File: config.mk
export PLATFORM = sky130hd
export DESIGN_NAME = grayscale_frame_sequencer
export DESIGN_NICKNAME = d
export VERILOG_FILES = /design/src/rtl/grayscale_frame_sequencer_pkg.sv /design/src/rtl/grayscale_frame_sequencer_delay_line.sv /design/src/rtl/grayscale_frame_sequencer.sv
export SDC_FILE = /design/constraint.sdc
export NUM_CORES = 1
export LEC_CHECK = 0
export ABC_AREA = 1
export CAP_MARGIN = 20
export CORE_ASPECT_RATIO = 1.2
export CORE_MARGIN = 2
export CORE_UTILIZATION = 40
export CTS_CLUSTER_DIAMETER = 100
export DETAILED_ROUTE_END_ITERATION = 8
export SLEW_MARGIN = 30
export SYNTH_ARGS = -nofsm -noshare
export SYNTH_HDL_FRONTEND = slang
export SYNTH_SLANG_ARGS = --single-unit
File: constraint.sdc
create_clock -name clk -period 3.92 [get_ports clk]
set_clock_uncertainty 0.15 [all_clocks]
set_input_delay 0.392 -clock clk [delete_from_list [all_inputs] [get_ports clk]]
set_output_delay 0.392 -clock clk [all_outputs]
set_load 0.05 [all_outputs]
File: src/rtl/grayscale_frame_sequencer_pkg.sv
// Shared types and constants for the grayscale frame sequencer.
// Holds the FSM encoding, default latencies and a counter-width helper.
package grayscale_frame_sequencer_pkg;

  typedef enum logic [1:0] {
    IDLE,
    RUN,
    DRAIN,
    DONE
  } seq_state_e;

  localparam int DEF_MEM_LAT  = 1;
  localparam int DEF_PIPE_LAT = 2;
  localparam int TOT_LAT      = DEF_MEM_LAT + DEF_PIPE_LAT;

  // Never returns zero so single-value counters still get one bit.
  function automatic int cnt_bits(input int n);
    return (n > 1) ? $clog2(n) : 1;
  endfunction

endpackage

File: src/rtl/grayscale_frame_sequencer_delay_line.sv
// Fixed-depth shift register tracking in-flight pixels.
// Carries {valid, addr, row_last} from read issue to write strobe.
module valid_delay_line #(
  parameter int DEPTH = 3,
  parameter int WIDTH = 8
) (
  input  logic             clk,
  input  logic             rst,
  input  logic [WIDTH-1:0] d_in,
  output logic [WIDTH-1:0] d_out
);

  logic [DEPTH-1:0][WIDTH-1:0] stage_q;
  logic [DEPTH-1:0][WIDTH-1:0] stage_d;

  always_comb begin
    stage_d[0] = d_in;
    for (int i = 1; i < DEPTH; i++) begin
      stage_d[i] = stage_q[i-1];
    end
  end

  always_ff @(posedge clk) begin
    if (rst) begin
      stage_q <= '0;
    end else begin
      stage_q <= stage_d;
    end
  end

  assign d_out = stage_q[DEPTH-1];

endmodule

File: src/rtl/grayscale_frame_sequencer.sv
// Raster read sequencer for the RGB-to-grayscale pipeline.
// Issues one source read per clock and aligns write strobes to the datapath.
module grayscale_frame_sequencer
  import grayscale_frame_sequencer_pkg::*;
#(
  parameter int IMG_W    = 640,
  parameter int IMG_H    = 480,
  parameter int ADDR_W   = 19,
  parameter int MEM_LAT  = DEF_MEM_LAT,
  parameter int PIPE_LAT = DEF_PIPE_LAT
) (
  input  logic              clk,
  input  logic              rst,
  input  logic              start,
  output logic              rd_en,
  output logic [ADDR_W-1:0] rd_addr,
  input  logic [7:0]        gray_in,
  output logic              wr_en,
  output logic [ADDR_W-1:0] wr_addr,
  output logic [7:0]        wr_data,
  output logic              busy,
  output logic              row_done,
  output logic              done
);

  localparam int LAT = MEM_LAT + PIPE_LAT;
  localparam int XW  = cnt_bits(IMG_W);
  localparam int YW  = cnt_bits(IMG_H);
  localparam int DW  = cnt_bits(LAT + 1);
  localparam int LW  = ADDR_W + 2;

  localparam logic [XW-1:0] X_LAST = XW'(IMG_W - 1);
  localparam logic [YW-1:0] Y_LAST = YW'(IMG_H - 1);
  localparam logic [DW-1:0] D_LAST = DW'(LAT - 1);

  seq_state_e        state_q, state_d;
  logic [XW-1:0]     x_q, x_d;
  logic [YW-1:0]     y_q, y_d;
  logic [ADDR_W-1:0] addr_q, addr_d;
  logic [DW-1:0]     drain_q, drain_d;

  logic          x_last;
  logic          y_last;
  logic [LW-1:0] dl_in;
  logic [LW-1:0] dl_out;

  assign x_last = (x_q == X_LAST);
  assign y_last = (y_q == Y_LAST);

  always_ff @(posedge clk) begin
    if (rst) begin
      state_q <= IDLE;
      x_q     <= '0;
      y_q     <= '0;
      addr_q  <= '0;
      drain_q <= '0;
    end else begin
      state_q <= state_d;
      x_q     <= x_d;
      y_q     <= y_d;
      addr_q  <= addr_d;
      drain_q <= drain_d;
    end
  end

  always_comb begin
    state_d = state_q;
    x_d     = x_q;
    y_d     = y_q;
    addr_d  = addr_q;
    drain_d = drain_q;
    rd_en   = 1'b0;
    busy    = 1'b0;
    done    = 1'b0;
    unique case (state_q)
      IDLE: begin
        x_d     = '0;
        y_d     = '0;
        addr_d  = '0;
        drain_d = '0;
        if (start) begin
          state_d = RUN;
        end
      end
      RUN: begin
        rd_en  = 1'b1;
        busy   = 1'b1;
        addr_d = addr_q + 1'b1;
        if (x_last) begin
          x_d = '0;
          y_d = y_q + 1'b1;
        end else begin
          x_d = x_q + 1'b1;
        end
        if (x_last && y_last) begin
          state_d = DRAIN;
          drain_d = '0;
        end
      end
      DRAIN: begin
        busy    = 1'b1;
        drain_d = drain_q + 1'b1;
        // Last read has left the delay line once LAT cycles have elapsed.
        if (drain_q == D_LAST) begin
          state_d = DONE;
        end
      end
      DONE: begin
        done    = 1'b1;
        state_d = IDLE;
      end
      default: begin
        state_d = IDLE;
      end
    endcase
  end

  assign rd_addr = addr_q;
  assign dl_in   = {rd_en, addr_q, rd_en & x_last};

  valid_delay_line #(
    .DEPTH (LAT),
    .WIDTH (LW)
  ) u_dly (
    .clk   (clk),
    .rst   (rst),
    .d_in  (dl_in),
    .d_out (dl_out)
  );

  assign wr_en    = dl_out[LW-1];
  assign wr_addr  = dl_out[ADDR_W:1];
  assign row_done = dl_out[0];
  assign wr_data  = gray_in;

endmodule

Yosys cells after proc, flatten, opt, wreduce, memory -nomap -nowiden
Cells that the tools add are included.
Widths: inputs -> output; s select.
{"block": "classes", "n_addsub": 4, "eq_ne": 10, "n_mux": 14, "bitwise": 1, "reduce_logical": 8}
{"op": "$pmux 19 s2", "count": 1}
{"op": "$pmux 10 s2", "count": 1}
{"op": "$add 19x1->19 const B", "count": 1}
{"op": "$pmux 9 s2", "count": 1}
{"op": "$add 10x1->10 const B", "count": 1}
{"op": "$eq 10x10->1 const B", "count": 1}
{"op": "$mux 10", "count": 1}
{"op": "$add 9x1->9 const B", "count": 1}
{"op": "$eq 9x9->1 const B", "count": 1}
{"op": "$mux 9", "count": 1}
{"op": "$mux 2", "count": 4}
{"op": "$ne 2x2->1 const B", "count": 4}
{"op": "$pmux 2 s4", "count": 1}
{"op": "$eq 2x2->1 const B", "count": 3}
{"op": "$pmux 2 s3", "count": 1}
{"op": "$reduce_and 2->1", "count": 2}
{"op": "$mux 1", "count": 3}
{"op": "$reduce_and 3->1", "count": 1}
{"op": "$reduce_bool 3->1", "count": 1}
{"op": "$add 2x1->2 const B", "count": 1}
{"op": "$eq 2x1->1 const B", "count": 1}
{"op": "$logic_not 2->1", "count": 1}
{"op": "$reduce_bool 2->1", "count": 1}
{"op": "$reduce_or 2->1", "count": 1}
{"op": "other kinds (2)", "count": 2}
{"block": "word_totals", "regBits": 105, "input_bits": 11, "out_inout_bits": 51}

Longest topological paths before layout
Gate-level depths: netlist (run 1).
{"block": "depth", "word_depth": 4, "depth_mapped": 11}

By module
From an unflattened synthesis (run 1), not the netlist that was laid out.
{"block": "hier_totals", "hier_cells": 574, "hier_area_um2": 4335.4}
{"mod": "grayscale_frame_sequencer", "instances": 1, "cells_each": 378, "area_per_inst_um2": 2522.4}
{"mod": "valid_delay_line", "instances": 1, "cells_each": 196, "area_per_inst_um2": 1813.0}

Worst setup path after synthesis (run 1)
OpenSTA, ideal clock, no wires.
{"block": "synth_path", "path_kind": "register to register", "start": "register state_q[1]", "end": "register addr_q[13] (netlist: rd_addr[13])", "setup_time_ns": 0.117, "t_arrival_ns": 1.799, "required_ns": 3.653, "path_slack_ns": 1.854, "path_stages_with_launch": 11, "n_path_buf": 1, "synth_period_minus_slack_ns": 2.066, "cell_sequence": "dfxtp_1 -> inv_1 -> ha_1 -> buf_2 -> inv_1 -> nor2_1 -> nand2_1 -> nor2_1 -> nand3_1 -> nand2_1 -> nor2_1"}
{"block": "synth_between", "elab_chain_len": 2, "word_cells_on_any_way": 4, "classes_between": "eq/ne: 1; mux: 1; reduce/logical: 2"}
{"item": "start: declaration", "line": "grayscale_frame_sequencer.sv:36", "text": "seq_state_e state_q, state_d;"}
{"item": "start signal: assignment", "line": "grayscale_frame_sequencer.sv:58", "text": "state_q <= state_d;"}
{"item": "$eq 2x1->1 / $logic_not 2->1 (equally long branches)", "line": "grayscale_frame_sequencer.sv:75", "text": "unique case (state_q)"}
{"item": "$pmux 19 s2 / $reduce_bool 2->1 (equally long branches)"}
{"item": "end signal: assignment", "line": "grayscale_frame_sequencer.sv:61", "text": "addr_q <= addr_d;"}
{"item": "end: declaration", "line": "grayscale_frame_sequencer.sv:39", "text": "logic [ADDR_W-1:0] addr_q, addr_d;"}
Parallel ways exist; a longest one is shown, timed or not.
A chain may end at the register's enable or synchronous reset.

Worst setup path after layout (run 1)
{"block": "layout_path", "start": "register state_q[1]", "end": "output rd_en"}
{"block": "layout_between", "elab_chain_len": 2}
{"item": "$eq 2x1->1", "line": "grayscale_frame_sequencer.sv:75"}
{"item": "$mux 1", "line": "grayscale_frame_sequencer.sv:75"}
{"item": "end: declaration", "line": "grayscale_frame_sequencer.sv:15", "text": "output logic rd_en,"}
No other way between the ends.

==> results of run 1 <==
## worst paths after layout
path         depth (start not counted)               from              end
max                                  3         state_q[1]            rd_en
min                                  2                rst           x_q[1]
max reg2reg                          9         state_q[1]      rd_addr[13]
min reg2reg                          2  u_dly.stage_d[57]  u_dly.d_out[15]
## per-layer routing
metal,track usage,share of wire,up-vias
li1,-,-,1696
met4,0.0648,0.012,0
met3,0.0341,0.034,10
met1,0.171,0.46,1407
met5,0,0,-
met2,0.265,0.50,57
## through the flow
step | setup slack (ns) | util | power [mW] | area, µm²
2_1_floorplan | 1.85 | - | 1.65 | 4220
6_report | 0.964 | 0.468 | 2.61 | 4870
3_3_place_gp | 1.39 | 0.438 | 1.73 | 4570
5_1_grt | 0.830 | 0.468 | 2.77 | 4870
4_1_cts | 0.948 | 0.468 | 2.64 | 4870
3_5_place_dp | 1.33 | 0.438 | 1.75 | 4570
## synth_stat cells
library cell	count
or2_0	1
o21ai_2	1
and2_1	1
inv_2	1
nor2_1	106
nor3_1	6
nand2_1	77
a21oi_1	24
xor2_1	1
o21bai_2	2
nand3b_1	1
o41ai_1	1
nand3_2	1
clkinv_2	1
inv_1	96
o22ai_1	3
o21a_1	1
xnor2_1	1
nand2_2	2
o311a_1	1
buf_1	3
buf_4	27
buf_6	1
a21oi_2	1
o21ai_0	16
buf_2	2
clkbuf_1	9
or2_2	2
o211ai_1	2
a22oi_1	2
nand4_1	5
nand3_1	33
ha_1	9
dfxtp_1	105
a32o_1	1
nor2_2	1
o31ai_1	1
nand2_4	1
nor2_4	2
a22o_1	1
## cell families (layout without fill, tap and decap cells)
kind of cell	after synthesis	count (layout)	share of synthesized area
compound gates	57	57	0.0809
xor+xnor	2	2	0.00415
fa+ha+maj	9	9	0.0267
buf+inv	140	160	0.151
flops	105	105	0.498
simple gates	239	239	0.239
## cell usage in the layout, fill, tap and decap left out, drive strengths merged, types with 5 or more instances in the layout
cell type and instances:
nor2 109, dfxtp 105, inv 101, nand2 80, clkdlybuf4s50 44, nand3 34
a21oi 25, o21ai 17, clkbuf 10, ha 9, nor3 6, nand4 5
## critical path: cells and delay by family, from the launching register on
| family | cells | cell delay, ns |
|---|---|---|
| fa+ha+maj | 1 | 0.68 |
| buf+inv | 2 | 1.06 |
| flops | 1 | 0.33 |
## cell type report
class | count | area [µm²] | share of cell area
flip-flops and latches | 105 | 2100 | 0.431
inverters | 98 | 369 | 0.0758
repair buffers | 46 | 453 | 0.0930
clock buffers | 10 | 239 | 0.0490
well taps | 129 | 161 | 0.0331
multi-input cells | 307 | 1480 | 0.304
clock inverters | 6 | 67.6 | 0.0139
## sequential cells by signal (all words and copies together), names as in the netlist
signal and cells:
x_q 10, drain_q 2, u_dly.stage_d 42, rd_addr 19
state_q 2, y_q 9, u_dly.d_out 21
## power by group through the flow
stage	Sequential (mW)	Combinational [mW]	Clock (mW)
final	1.12	0.591	0.893
after global routing	1.13	0.675	0.966
after CTS	1.12	0.599	0.916
after detailed placement	1.15	0.596	0
after global placement	1.15	0.587	0
after floorplan	1.15	0.505	0
==> metrics.txt, run 1 <==
Final Non-Filler Cells=701; Critical Path RT=3.38 ns; deepest clock path buffer count=2; synth-to-layout area growth=15.4%; Synth top area share=0.498; sw frac=0.341; Fmax achieved=0.338 GHz; worst path cell trace=inv_1 > ha_1 > clkdlybuf4s50_1; clock-pin slew on the worst setup and hold paths=0.07 ns; Worst path slowest cell=clkdlybuf4s50_1; Clk pwr share=0.342; WHS=0.249 ns; die extent in y=117 µm; CP startpoint kind=flop; Final Cycle Share=0.754; Hold Buf Count CTS=0; initial antenna violation count=0; CORE AREA=roughly 10000 µm²; largest area contributor in the netlist=dfxtp_1; clock root buffer=clkbuf_16; CTS buffer count=9; Overall Global Routing Usage=0.148; TritonRoute pass-1 iters=4; TritonCTS clock tree=built; Final ANT Viol Nets=0; top cells by area, synth=dfxtp_1, nor2_1, inv_1; Comb power frac=0.227; Slew Limit Fails=0; Yosys cell types=40; Sink Count=105; FF-to-FF setup slack=about 1.4 ns; Routed WL=7720 µm; post-CTS setup buffer count=0; Syn Area/Cell=7.65 µm²; CP peak stage delay=0.94 ns; leakage power=1.84 nW; post-CTS sizing=0; Wirelength per Cell=11.0 µm; share of cells above drive strength 1=0.0577; crit path max fanout=17; gr ovfl total=0; outcome=completed; cell internal pwr=1.72 mW; Max Cap Viol=0; Max VDD drop=217 µV; number of global-route vias before repair=around 3000; Synth Net Count=572; Final Hold Viols=0; global-route wire length before repair=13700 µm; TNS Setup=0 ns; CP endpoint kind=primary output; Rel. slew slack=0.478; initial core utilization=0.405; P per Cell Area=roughly 540 nW/µm²; ANT cells=0; WS Path Type=flop to primary output; num rows=roughly 40; worst min path class=input pin to flop; Slew @ Worst Pin=0.782 ns; Final GP Congestion=0.859; fill count=1038; Synth Instances=552; final setup fails=0; via count=3170; input/output buffers=45; flops & latches, synth=105; vias per inst=4.52; Flop pwr share=0.431; largest net degree at the start of global routing=71; Starting DRT DRC Count=about 140; worst skew pair latency=~0.34 ns; register area share after synthesis=0.498; Nets=587; placed cells=approximately 700; RSZ-0062 raised after global routing=false; die area=~11000 µm²; Mapped Area=around 4200 µm²; crit path DAT=about 2.4 ns; DRC Markers=0; Detailed Place HPWL=5480 µm; min cycle time layout=roughly 3.0 ns; Ys Warns=0; # IOs=62; Chip Width=97.8 µm; CTS HTree Levels=3; Net Sw Power=889 µW
(Power assumes the default switching activity.)
==> inputs of run 2 (changes only) <==
clock period = 2.8 ns   (was 3.92 ns; I/O delays follow)
==> run 2 against run 1 <==
Net effect: setup slack worse by 0.50 ns; total power is 40% higher; final cell count rose by 0.43%; critical endpoint is now busy; worst hold slack worse by 0.15 ns; clock power grew 32%; first-iteration DRC count fell by 19%; critical path depth unchanged; design area about the same; via count grew 0.13%.
==> metrics.txt, run 2 (same netlist as run 1, synthesis figures left out) <==
DRC Markers=0 (unchanged); CTS buffer count=9 (unchanged); worst path cell trace=inv_1 > ha_1 > clkdlybuf4s50_1; worst min path class=input pin to flop; crit path DAT=1.90 ns (-0.51 ns); most common library cell in the layout ignoring fill and taps=nor2_1; pre-CTS worst setup slack=0.811 ns (-0.519 ns); max reg flops=42 (unchanged); via count=3174 (+0.13%); synth-to-layout area growth=15.5% (about the same); Routed WL=8040 µm (+4.2%); placed cells=689 (+0.58%); cell internal pwr=2.39 mW (+39%); Sink Count=105 (unchanged); Slew @ Worst Pin=0.581 ns (-0.201 ns); RSZ-0062 raised after global routing=false; worst skew pair latency=0.34 ns (about the same); number of global-route vias before repair=2896 (-4.7%); outcome=completed; Flop pwr share=0.432 (about the same); TritonCTS clock tree=built; Final Non-Filler Cells=704 (+0.43%); Max VDD drop=313 µV (+44%); input/output buffers=45 (unchanged); deepest clock path buffer count=2 (unchanged); Final Hold Viols=0 (unchanged); Detailed Place HPWL=5770 µm (+5.2%); Wirelength per Cell=11.4 µm (+3.7%); Total Power=3.64 mW (+40%); post-layout util=0.468 (about the same); share of cells above drive strength 1=0.0626 (+0.00492); crit path max fanout=4 (-13); Final Instance Area=4870 µm² (about the same); min cycle time layout=2.33 ns; Nets=591 (+0.68%); vias per inst=4.51 (-0.30%); Starting DRT DRC Count=113 (-19%); Rel. slew slack=0.611 (+0.132); Hold Buf Count CTS=0 (unchanged); TNS Setup=0 ns (unchanged); sw frac=0.342 (+0.00168); Final Cycle Share=0.833; CP startpoint kind=flop; CTS HTree Levels=3 (unchanged); initial antenna violation count=0 (unchanged); Crit path max-delay family=buffers and inverters; Max Cap Viol=0 (unchanged); Fmax achieved=0.429 GHz; post-CTS sizing=0 (unchanged); Overall Global Routing Usage=0.148 (-0.000288); Final GP Congestion=0.803 (-6.5%); largest net degree at the start of global routing=41 (-42%); leakage power=1.83 nW (-0.33%); Bufs and invs on worst path=2 (unchanged); CORE AREA=10400 µm² (unchanged); gr ovfl total=0 (unchanged); # IOs=62 (unchanged); Critical Path RT=2.37 ns (-1.01 ns); TritonRoute pass-1 iters=4 (unchanged); Chip Width=97.8 µm (unchanged); cell area after placement=4600 µm² (+0.66%); P per Cell Area=747 nW/µm² (+39%); clock-pin slew on the worst setup and hold paths=0.07 ns (about the same); CP peak stage delay=0.80 ns (-0.14 ns); num rows=41 (unchanged); Final WS setup=0.468 ns (-0.496 ns); ANT cells=0 (unchanged); initial core utilization=0.405 (unchanged); CP endpoint kind=primary output; final setup fails=0 (unchanged); Clk pwr share=0.324 (-0.018); Comb power frac=0.244 (+0.017); global-route wire length before repair=13500 µm (-1.8%); WHS=0.100 ns (-0.148 ns); Final ANT Viol Nets=0 (unchanged); Net Sw Power=1.25 mW (+40%); clock root buffer=clkbuf_16; most frequent cells in the layout=nor2_1, dfxtp_1, inv_1, nand2_1, clkdlybuf4s50_1; die area=11400 µm² (unchanged); WS Path Type=flop to primary output; die extent in y=117 µm (unchanged); Slew Limit Fails=0 (unchanged); post-CTS setup buffer count=0 (unchanged); Worst path slowest cell=clkdlybuf4s50_1
run 2: cell count changes in the layout (fill, tap and decap cells not counted):
cell / previous run / this run
clkbuf_8: 1 / 0
inv_6: 4 / 0
clkinvlp_4: 0 / 4
buf_4: 1 / 5
clkinv_8: 2 / 0
inv_8: 0 / 2
run 2: cell type report:
| cell class | count | area, µm² |
|---|---|---|
| clock buffer | 9 | 225 |
| clock inverter | 6 | 52.6 |
| fill | 1038 | 5540 |
| inverter | 98 | 369 |
| multi-input combinational | 307 | 1480 |
| sequential | 105 | 2100 |
| tap | 129 | 161 |
| timing repair buffer | 50 | 483 |
run 2: routing by layer:
layer	up-vias	track usage	wire length, µm
met4	0	0.0787	184
met5	-	0	0
met2	66	0.265	4030
met1	1396	0.168	3550
met3	16	0.0299	280
li1	1696	-	-
run 2: power groups by stage:
stage | clock network, mW | registers [mW] | logic, mW
finish | 1.18 | 1.57 | 0.888
global placement | 0 | 1.60 | 0.886
floorplan | 0 | 1.61 | 0.707
detailed placement | 0 | 1.61 | 0.895
global route | 1.26 | 1.58 | 0.983
CTS | 1.20 | 1.57 | 0.900
run 2: path summary, 6_finish.rpt:
kind / start / to / slack (ns) / cells after the start
worst max register to register: state_q[1] / rd_addr[13] / 0.80 / 10
worst min-delay path: rst / drain_q[1] / 0.10 / 2
worst min register to register: u_dly.stage_d[58] / u_dly.d_out[16] / 0.24 / 2
worst max-delay path: state_q[0] / busy / 0.47 / 3
==> inputs of run 3 (changes only) <==
clock period = 2 ns   (was 2.8 ns; I/O delays follow)
==> run 3 against run 2 <==
Net effect: routed wire length decreased by 3.6%; non-clock buffer count grew 8; via count about the same; largest power group unchanged.
==> metrics.txt, run 3 (same netlist as run 1, synthesis figures left out) <==
cell internal pwr=3.48 mW (+46%); Worst path slowest cell=clkdlybuf4s50_1; pre-CTS worst setup slack=0.174 ns (-0.636 ns); TritonCTS clock tree=built; CP peak stage delay=0.84 ns (+0.04 ns); final setup fails=0 (unchanged); Slew Limit Fails=0 (unchanged); deepest clock path buffer count=2 (unchanged); # IOs=62 (unchanged); largest net degree at the start of global routing=25 (-39%); Net Sw Power=1.78 mW (+43%); CTS buffer count=9 (unchanged); Final Cycle Share=0.970; Clk pwr share=0.317 (-0.007); Final Hold Viols=0 (unchanged); Slew @ Worst Pin=0.527 ns (-0.0540 ns); Hold Buf Count CTS=0 (unchanged); number of global-route vias before repair=2922 (+0.90%); share of cells above drive strength 1=0.0942 (+0.0316); clock-pin slew on the worst setup and hold paths=0.07 ns (about the same); leakage power=1.93 nW (+5.6%); RSZ-0062 raised after global routing=false; most frequent cells in the layout=nor2_1, dfxtp_1, inv_1, nand2_1, clkdlybuf4s50_1; placed cells=697 (+1.2%); gr ovfl total=0 (unchanged); outcome=completed; fill count=1030 (-0.77%); Max VDD drop=487 µV (+56%); Detailed Place HPWL=5740 µm (-0.48%); ANT cells=0 (unchanged); Chip Width=97.8 µm (unchanged); num rows=41 (unchanged); Final Non-Filler Cells=713 (+1.3%); P per Cell Area=1060 nW/µm² (+42%); Sink Count=105 (unchanged); worst min path class=input pin to flop; sw frac=0.338 (-0.00471); Starting DRT DRC Count=157 (+39%); CORE AREA=10400 µm² (unchanged); Routed WL=7750 µm (-3.6%); worst path cell trace=clkdlybuf4s50_1; TNS Setup=0 ns (unchanged); min cycle time layout=around 1.9 ns; initial core utilization=0.405 (unchanged); Comb power frac=0.263 (+0.019); Total Power=5.26 mW (+45%); Flop pwr share=0.419 (-0.013); crit path DAT=1.59 ns (-0.31 ns); Final ANT Viol Nets=0 (unchanged); Fmax achieved=0.515 GHz; Wirelength per Cell=10.9 µm (-4.8%); initial antenna violation count=0 (unchanged); Final WS setup=0.0596 ns (-0.409 ns); crit path max fanout=5 (+1); die extent in y=117 µm (unchanged); vias per inst=4.46 (-1.2%); post-CTS setup buffer count=0 (unchanged); synth-to-layout area growth=17.6%; input/output buffers=45 (unchanged); Rel. slew slack=0.648 (+0.0371); die area=11400 µm² (unchanged); clock root buffer=clkbuf_16; global-route wire length before repair=13400 µm (-0.36%); Max Cap Viol=0 (unchanged); max reg flops=42 (unchanged); DRC Markers=0 (unchanged); Final GP Congestion=0.828 (+3.0%); via count=3177 (+0.095%); CP startpoint kind=flop; Bufs and invs on worst path=1 (-1); Critical Path RT=1.65 ns (-0.72 ns); TritonRoute pass-1 iters=4 (unchanged); WS Path Type=flop to primary output; worst skew pair latency=0.34 ns (about the same); Nets=599 (+1.4%); CP endpoint kind=primary output; WHS=0.0158 ns (-0.0843 ns); Crit path max-delay family=buffers and inverters; Overall Global Routing Usage=0.145 (-0.00330); CTS HTree Levels=3 (unchanged)
run 3: layout make-up:
cell class / count / area, µm² / area share
sequential: 105 / 2100 / 0.424
multi-input combinational: 307 / 1500 / 0.301
timing repair buffer: 58 / 548 / 0.110
inverter: 98 / 369 / 0.0744
clock buffer: 10 / 229 / 0.0461
tap: 129 / 161 / 0.0325
clock inverter: 6 / 57.6 / 0.0116
run 3: path summary, 6_finish.rpt:
path,slack [ns],endpoint,startpoint,cells past startpoint
min,0.02,u_dly.stage_d[27],rst,2
min reg2reg,0.25,u_dly.stage_d[49],u_dly.stage_d[28],2
max,0.06,rd_addr[10],rd_addr[10],1
max reg2reg,0.21,y_q[3],x_q[0],8
run 3: layer usage:
| metal | track usage | vias up | wire, µm |
|---|---|---|---|
| met1 | 0.170 | 1379 | 3410 |
| met2 | 0.260 | 67 | 3880 |
| met4 | 0.0509 | 0 | 128 |
| met3 | 0.0347 | 10 | 331 |
| li1 | - | 1721 | - |
| met5 | 0 | - | 0 |
run 3: timing repair:
action	CTS	global route
hold endpoints to repair	0	0
endpoints found under the setup margin	0	2
gates resized for setup	0	3
run 3: stage by stage:
step                cell area, µm²   util
detailed placement            4660  0.448
finish                        4960  0.477
global route                  4960  0.477
floorplan                     4220      -
CTS                           4950  0.475
global placement              4660  0.448
run 3: power by group through the flow:
stage	Sequential [mW]	Clock (mW)	Combinational [mW]
4_1_cts	2.20	1.71	1.38
3_3_place_gp	2.25	0	1.35
2_1_floorplan	2.25	0	0.993
6_report	2.21	1.67	1.39
5_1_grt	2.21	1.81	1.53
3_5_place_dp	2.25	0	1.38
